$ cat src/rtl/mod_step_arbiter_if.sv
// Request/grant bundle between the requesters and the step arbiter.
// The arbiter owns every signal except REQ.
interface mod_step_arbiter_if #(
    parameter int NREQ = 4,
    parameter int CW   = 3
);
    logic [NREQ-1:0] REQ;
    logic [NREQ-1:0] GNT;
    logic            STEP;
    logic [CW-1:0]   PHASE;
    logic            WRAP;
    logic            BUSY;
    logic            Y;

    modport master (output REQ, input GNT, STEP, PHASE, WRAP, BUSY, Y);
    modport slave  (input REQ, output GNT, STEP, PHASE, WRAP, BUSY, Y);
endinterface

$ cat src/rtl/mod_step_arbiter.sv
// Round-robin step arbiter sharing one modulo-MOD phase counter; REQ seen in IDLE -> one-cycle grant next cycle.
// No backpressure: REQ is only sampled in IDLE, and each grant is followed by GAP dead cycles.
module mod_step_arbiter #(
    parameter int NREQ = 4,
    parameter int MOD  = 5,
    parameter int CW   = 3,
    parameter int GAP  = 2
) (
    input  logic                   CLK,
    input  logic                   R,
    mod_step_arbiter_if.slave      bus
);
    localparam int LW = (NREQ > 1) ? $clog2(NREQ) : 1;
    localparam logic [CW-1:0] PHASE_MAX = CW'(MOD - 1);
    localparam logic [7:0] GAP_M1 = (GAP == 0) ? 8'd0 : 8'(GAP - 1);

    typedef enum logic [1:0] {IDLE, GRANT, HOLD} state_t;

    state_t          stateQ, stateN;
    logic [NREQ-1:0] gntQ, gntN;
    logic            wrapQ, wrapN;
    logic [CW-1:0]   phaseQ, phaseN;
    logic [LW-1:0]   lastQ, lastN;
    logic [7:0]      cntQ, cntN;
    logic [LW-1:0]   winner;
    logic            found;

    // Search starts just past the last winner so a persistent requester goes to the back of the line.
    always_comb begin
        winner = lastQ;
        found  = 1'b0;
        for (int off = 1; off <= NREQ; off++) begin
            if (!found && bus.REQ[LW'((int'(lastQ) + off) % NREQ)]) begin
                winner = LW'((int'(lastQ) + off) % NREQ);
                found  = 1'b1;
            end
        end
    end

    always_comb begin
        stateN = stateQ;
        gntN   = '0;
        wrapN  = 1'b0;
        phaseN = phaseQ;
        lastN  = lastQ;
        cntN   = cntQ;
        case (stateQ)
            IDLE: begin
                if (found) begin
                    stateN = GRANT;
                    gntN   = NREQ'(1) << winner;
                    lastN  = winner;
                    wrapN  = (phaseQ == PHASE_MAX);
                    phaseN = (phaseQ == PHASE_MAX) ? '0 : phaseQ + CW'(1);
                end
            end
            GRANT: begin
                if (GAP == 0) begin
                    stateN = IDLE;
                end else begin
                    stateN = HOLD;
                    cntN   = GAP_M1;
                end
            end
            HOLD: begin
                if (cntQ == 8'd0) stateN = IDLE;
                else              cntN   = cntQ - 8'd1;
            end
            default: stateN = IDLE;
        endcase
    end

    always_ff @(posedge CLK) begin
        if (!R) begin
            stateQ <= IDLE;
            gntQ   <= '0;
            wrapQ  <= 1'b0;
            phaseQ <= '0;
            lastQ  <= LW'(NREQ - 1);
            cntQ   <= 8'd0;
        end else begin
            stateQ <= stateN;
            gntQ   <= gntN;
            wrapQ  <= wrapN;
            phaseQ <= phaseN;
            lastQ  <= lastN;
            cntQ   <= cntN;
        end
    end

    assign bus.GNT   = gntQ;
    assign bus.STEP  = |gntQ;
    assign bus.WRAP  = wrapQ;
    assign bus.PHASE = phaseQ;
    assign bus.BUSY  = (stateQ != IDLE);
    assign bus.Y     = (phaseQ == '0);
endmodule

$ cat src/flat_wrapper.sv
// flat-port wrapper written by rule: the top's interface ports become plain ports
module mod_step_arbiter_flat 
#(
    parameter int NREQ = 4,
    parameter int MOD  = 5,
    parameter int CW   = 3,
    parameter int GAP  = 2
)
  (CLK, R, bus_REQ, bus_GNT, bus_STEP, bus_PHASE, bus_WRAP, bus_BUSY, bus_Y);
  mod_step_arbiter_if #(.NREQ(NREQ), .CW(CW)) bus_i ();
  input  logic CLK;
  input  logic R;
  input wire logic [$bits(bus_i.REQ)-1:0] bus_REQ;
  output wire logic [$bits(bus_i.GNT)-1:0] bus_GNT;
  output wire logic [$bits(bus_i.STEP)-1:0] bus_STEP;
  output wire logic [$bits(bus_i.PHASE)-1:0] bus_PHASE;
  output wire logic [$bits(bus_i.WRAP)-1:0] bus_WRAP;
  output wire logic [$bits(bus_i.BUSY)-1:0] bus_BUSY;
  output wire logic [$bits(bus_i.Y)-1:0] bus_Y;
  assign bus_i.REQ = bus_REQ;
  assign bus_GNT = bus_i.GNT;
  assign bus_STEP = bus_i.STEP;
  assign bus_PHASE = bus_i.PHASE;
  assign bus_WRAP = bus_i.WRAP;
  assign bus_BUSY = bus_i.BUSY;
  assign bus_Y = bus_i.Y;
  mod_step_arbiter #(.NREQ(NREQ), .MOD(MOD), .CW(CW), .GAP(GAP)) u_core (.CLK(CLK), .R(R), .bus(bus_i));
endmodule
$ cat config.mk
export PLATFORM = sky130hd
export DESIGN_NAME = mod_step_arbiter_flat
export DESIGN_NICKNAME = d
export VERILOG_FILES = /design/src/rtl/mod_step_arbiter_if.sv /design/src/rtl/mod_step_arbiter.sv /design/src/flat_wrapper.sv
export SDC_FILE = /design/constraint.sdc
export NUM_CORES = 1
export LEC_CHECK = 0
export ABC_AREA = 1
export ABC_CLOCK_PERIOD_IN_PS = 1700
export CORE_MARGIN = 5
export CORE_UTILIZATION = 28
export CTS_BUF_LIST = sky130_fd_sc_hd__clkbuf_8 sky130_fd_sc_hd__clkbuf_16
export DETAILED_ROUTE_END_ITERATION = 16
export GPL_ROUTABILITY_DRIVEN = 0
export PLACE_DENSITY = 0.46
export SLEW_MARGIN = 20
export SYNTH_ARGS = -nofsm -noshare
export SYNTH_HDL_FRONTEND = slang
export SYNTH_SLANG_ARGS = --single-unit
$ cat constraint.sdc
create_clock -name CLK -period 1.7 [get_ports CLK]
set_input_delay 0.34 -clock CLK [delete_from_list [all_inputs] [get_ports CLK]]
set_output_delay 0.34 -clock CLK [all_outputs]
set_load 0.005 [all_outputs]
==> results of run 1 <==
==> what timing repair did <==
| action | CTS | global route |
|---|---|---|
| gates resized for setup | 5 | 6 |
| setup buffers | 0 | 0 |
| hold endpoints to repair | 0 | 0 |
| pin swaps | 0 | 0 |
| endpoints found under the setup margin | 2 | 6 |
==> metrics by stage <==
| step | total power [W] | TNS (ns) |
|---|---|---|
| 2_1_floorplan | 0.00194 | 0 |
| 5_1_grt | 0.00314 | 0 |
| 6_report | 0.00285 | 0 |
| 4_1_cts | 0.00289 | 0 |
| 3_5_place_dp | 0.00251 | -1.01 |
| 3_3_place_gp | 0.00252 | -1.12 |
==> power groups by stage <==
stage / Combinational (W) / Clock (W) / Sequential [W]
floorplan: 0.00122 / 0 / 0.000727
global placement: 0.00177 / 0 / 0.000754
detailed placement: 0.00176 / 0 / 0.000747
CTS: 0.00176 / 0.000381 / 0.000743
global route: 0.00198 / 0.000401 / 0.000768
finish: 0.00174 / 0.000371 / 0.000741
==> synth_stat cells <==
cell and instances:
clkbuf_8 1, nand2_2 6, nand3_4 1, ha_1 3, or2_2 1, dfxtp_1 20, inv_2 2, nor2_4 1
inv_1 27, o21ai_0 6, o22ai_1 1, nand2_1 59, a21oi_1 11, a21boi_0 1, nand2_4 10, buf_6 1
nor3_1 3, nand3_1 20, nor2_1 17, inv_4 2, o21ai_4 1, or2_1 1, a21oi_2 1, or4_1 1
==> worst paths after layout <==
path                             from              end  slack, ns  cells after the start
setup / recovery  u_core.bus.PHASE[0]            bus_Y       0.11                      5
hold / removal         u_core.cntQ[7]   u_core.cntQ[7]       0.48                      2
setup reg to reg      u_core.lastQ[1]  u_core.lastQ[1]       0.18                     11
hold reg to reg        u_core.cntQ[7]   u_core.cntQ[7]       0.48                      2
==> area by class of cell <==
cell class                 instances  area, um^2
multi-input combinational        144         769
clock buffer                       4        55.1
timing repair buffer              24         214
sequential                        20         402
tap                               52        65.1
inverter                          31         121
fill                             504        2820
==> logic make-up (layout without fill, tap and decap cells) <==
kind of cell               after synthesis  after routing  share of synthesized area (%)
AOI/OAI and AO/OA                       21             21                           9.47
adders and majority gates                3              3                           2.87
buffers and inverters                   33             59                           11.2
DFF                                     20             20                           30.6
and+or+nand+nor                        120            120                           45.8
==> worst max-delay path, cell delays in order (launching register included) <==
cell	delay, ns
dfxtp_1	0.38
inv_1	0.07
ha_1	0.20
inv_1	0.05
nor2_1	0.03
dlygate4sd2_1	0.26
==> routing by layer <==
layer	routed length, um	vias up
met5	0	-
met4	53	0
met3	104	4
met2	1280	18
met1	1560	522
li1	-	667
==> flip-flops by register name, indices dropped and copies added (netlist names) <==
register	cells
u_core.bus.GNT	4
u_core.bus.WRAP	1
u_core.bus.PHASE	3
u_core.lastQ	2
u_core.stateQ	2
u_core.cntQ	8
==> results.toml, run 1 <==
[final_layout]
area_growth_pct = 24.4
stdcell_area_um2 = 1630
fin_util_pct = 36.6
layout_common_cells = "nand2_1 (57), inv_1 (25), nand3_1 (20)"
drive_gt1_share_pct = 19.7
layout.nets = 233
layout_commonest_cell = "nand2_1"
layout.cells.non_filler = 275
n_antenna_cell = 0

[timing]
fin_crit_ns = 1.59
finalHoldViolCount = 0
worstMarginPinSlew_ns = 0.302
rsz0062_at_grt = "false"
hold_slack_ns = 0.484
fin_ws_ns = 0.105
finalSetupViolations = 0
finClkSkew_ns = 0.00196
relSlewSlack_pct = 79.8
min_period_over_period_pct = 93.8
drv_slew = 0
max_freq_mhz = 627

[power_and_ir_drop]
netSwitchingFraction_pct = 46.0
p_int_w = 0.00154
cellLeakagePower_nw = 0.779
pwr-share-clk_pct = 13.0
power.density_nw_per_um2 = 1750
vdd_drop_max_uv = 461
pwr-share-seq_pct = 26.0
switchingPower_w = 0.00131
power_frac_comb_pct = 60.9

[critical_path]
crit_arrival_ns = 1.25
critPathCaptureType = "output pin"
cp-start-kind = "flop"
crit_type = "reg2out"
cp.required_ns = 1.36
cp_max_fo = 4

[route]
drc = 0
drt_wl_total_um = 3000
ant_nets = 0
num_vias = 1211
drt_iter0_drc = 51
vias_per_cell = 4.40
dr.pass1.iters = 4
routedWlPerCell_um = 10.9

[outcome]
outcome = "finished, final reports clean"

[placement]
dpl-instance-area_um2 = 1570
dp_cells = 271
io_buffer_count = 16
post-place-ws_ns = -0.133
dp_hpwl_um = 2450

[synthesis]
synth_nets = 206
yosysUniqueCellTypes = 24
syn_area_per_cell_um2 = 6.64
synth_top_cell_by_area = "dfxtp_1"
synth.cell_area_um2 = 1310
yosys.area.top_type_share_pct = 30.6
ys_ff_latch = 20
netlist_instances = 197
seq_area_frac_synth_pct = 30.6
yosysWarnings = 0
ys_top_cells_by_area = "dfxtp_1 (31%), nand2_1 (17%), nand2_4 (8.6%)"

[global_route]
grt_pass1_wl_um = 5000
grt_max_degree = 13
antenna_found_initial = 0
grt.busiest_layer = "met2"
gr-total-overflow = 0
met2_usage_pct = 16.5
grtUsageTotal_pct = 10.3
met3_usage_pct = 1.83
grtUsageMet1_pct = 13.5
first_global_vias = 1101

[hold_path]
hold_class = "reg2reg"

[clock_tree]
root_buffer = "clkbuf_8"
hold_buffers = 0
cts_inserted_buffers = 3
cts_tree = "yes"
htreeDepth = 1
cts_buffer_depth = 2
clk_pin_slew_ns = 0.08
insertion_delay_ns = 0.26
clock-sinks = 20

[floorplanning]
initial_core_util_pct = 29.4
io_pins = 17
rows = 24
die_h_um = 78.3
dieArea_um2 = 6140
fp.dieW_um = 78.3
core-area_um2 = 4440

[run]
maxCapViolCount = 0
Note: power is estimated with default switching activity, not from simulation.
==> inputs of run 2 (changes only) <==
Settings changed: CORE_ASPECT_RATIO from default to 0.7.
==> run 2 against run 1 <==
  * Final area up 2.4%
  * Non-clock buffer count up 3
  * Core utilization up 1.0 points
  * Combinational power up 6%
  * First-iteration DRC count up 130%
  * Fmax down 2.1%
  * Die area up 0.36%
  * Worst hold slack worse by 0.0066 ns
  * Setup slack worse by 0.034 ns
  * Flip-flop and latch count unchanged
  * Register-to-register slack about the same
  * Wire length up 3.4%
==> results.toml, run 2 (synthesis gave the netlist of run 1 again) <==
[global_route]
grtUsageTotal_pct = 11.0
antenna_found_initial = 0
grt_pass1_wl_um = 5290
first_global_vias = 1075
gr-total-overflow = 0
grt_max_degree = 14

[final_layout]
largest_register_ffs = 8
layout_commonest_cell = "nand2_1"
layout.nets = 236
n_antenna_cell = 0
top_register = "u_core.cntQ"
drive_gt1_share_pct = 21.2
layout_common_cells = "nand2_1 (56), inv_1 (27), nand3_1 (20)"
area_growth_pct = 27.4

[timing]
worstMarginPinSlew_ns = 0.241
finClkSkew_ns = 0.00628
finalSetupViolations = 0
relSlewSlack_pct = 83.9
hold_slack_ns = 0.478
drv_slew = 0
finalHoldViolCount = 0
min_period_over_period_pct = 95.8
max_freq_mhz = 614
fin_ws_ns = 0.0712
fin_crit_ns = 1.63
setup_tns_ns = 0
rsz0062_at_grt = "false"

[run]
maxCapViolCount = 0

[placement]
post-place-ws_ns = -0.181
dp_hpwl_um = 2480
io_buffer_count = 16

[critical_path]
r2r-end = "u_core.bus.GNT[3]"
cp_max_fo = 2
r2r_cells = 10
r2r_slack_ns = 0.17
critPathCaptureType = "output pin"
cp-start-kind = "flop"
crit_type = "reg2out"
crit_start = "u_core.bus.GNT[1]"
r2r_start = "u_core.lastQ[0]"
cp.required_ns = 1.36
crit_arrival_ns = 1.29
critPathCapture = "bus_STEP"

[clock_tree]
insertion_delay_ns = 0.26
clk_pin_slew_ns = 0.07
cts_buffer_depth = 2
cts_inserted_buffers = 3
hold_buffers = 0
cts_tree = "yes"
htreeDepth = 1
clock-sinks = 20
root_buffer = "clkbuf_8"

[floorplanning]
initial_core_util_pct = 29.5
die_h_um = 67.2
fp.dieW_um = 91.7
core-area_um2 = 4430
rows = 20
io_pins = 17
dieArea_um2 = 6160

[power_and_ir_drop]
power.density_nw_per_um2 = 1760
cellLeakagePower_nw = 0.797
vdd_drop_max_uv = 591

[hold_path]
hold_class = "reg2reg"
min_path_cells = 2

[route]
drc = 0
drt_wl_total_um = 3110
routedWlPerCell_um = 11.1
ant_nets = 0
drt_iter0_drc = 115
vias_per_cell = 4.28
dr.pass1.iters = 4
num_vias = 1202

[outcome]
outcome = "finished, final reports clean"
-- run 2: changes by cell type in the layout (fill, tap and decap cells not counted), sizes merged --
cell | previous run | this run
buf | 8 | 11
clkbuf | 5 | 4
clkdlybuf4s15 | 0 | 1
-- run 2: report_power, final --
group / switching [W] / leakage (nW) / internal [W]
clock network: 0.000151 / 0.0288 / 0.000206
logic: 0.00108 / 0.604 / 0.000761
registers: 0.000110 / 0.164 / 0.000622
total: 0.00134 / 0.797 / 0.00159
-- run 2: repair_timing --
| action | 4_1_cts | 5_1_grt |
|---|---|---|
| buffers inserted | 0 | 0 |
| gates resized for setup | 4 | 7 |
| endpoints found under the setup margin | 2 | 10 |
| pin swaps | 0 | 1 |
-- run 2: area by class of cell --
class,instances,area (um^2)
Inverter,31,121
Fill cell,474,2760
Sequential cell,20,404
Multi-Input combinational cell,144,774
Tap cell,55,68.8
Timing Repair Buffer,27,241
Clock buffer,4,55.1
-- run 2: layer usage --
metal,share of wire [%],global-route usage (%),vias up
li1,-,-,673
met1,64,18.7,506
met2,31,12.2,21
met3,4.9,3.56,2
met4,0.55,1.69,0
met5,0,0,-
-- run 2: worst min-delay path by stage --
| stage | from | endpoint |
|---|---|---|
| after CTS | u_core.cntQ[7] | u_core.cntQ[7] |
| final | u_core.cntQ[7] | u_core.cntQ[7] |
| after global placement | u_core.cntQ[7] | u_core.cntQ[7] |
| after floorplan | R | u_core.lastQ[1] |
| after global routing | u_core.cntQ[6] | u_core.cntQ[6] |
| after detailed placement | u_core.cntQ[7] | u_core.cntQ[7] |
-- run 2: critical path, stage by stage, from the launching register on --
cell,delay (ns)
dfxtp_1,0.31
or4_1,0.50
clkdlybuf4s15_1,0.21
-- run 2: through the flow --
step / power, W / instances / cell area [um^2] / util (%)
6_report: 0.00293 / 281 / 1670 / 37.6
5_1_grt: 0.00323 / 281 / 1670 / 37.6
4_1_cts: 0.00291 / 281 / 1650 / 37.3
3_5_place_dp: 0.00256 / 277 / 1590 / 36.0
3_3_place_gp: 0.00261 / 277 / 1590 / 36.0
2_1_floorplan: 0.00194 / 197 / 1310 / -
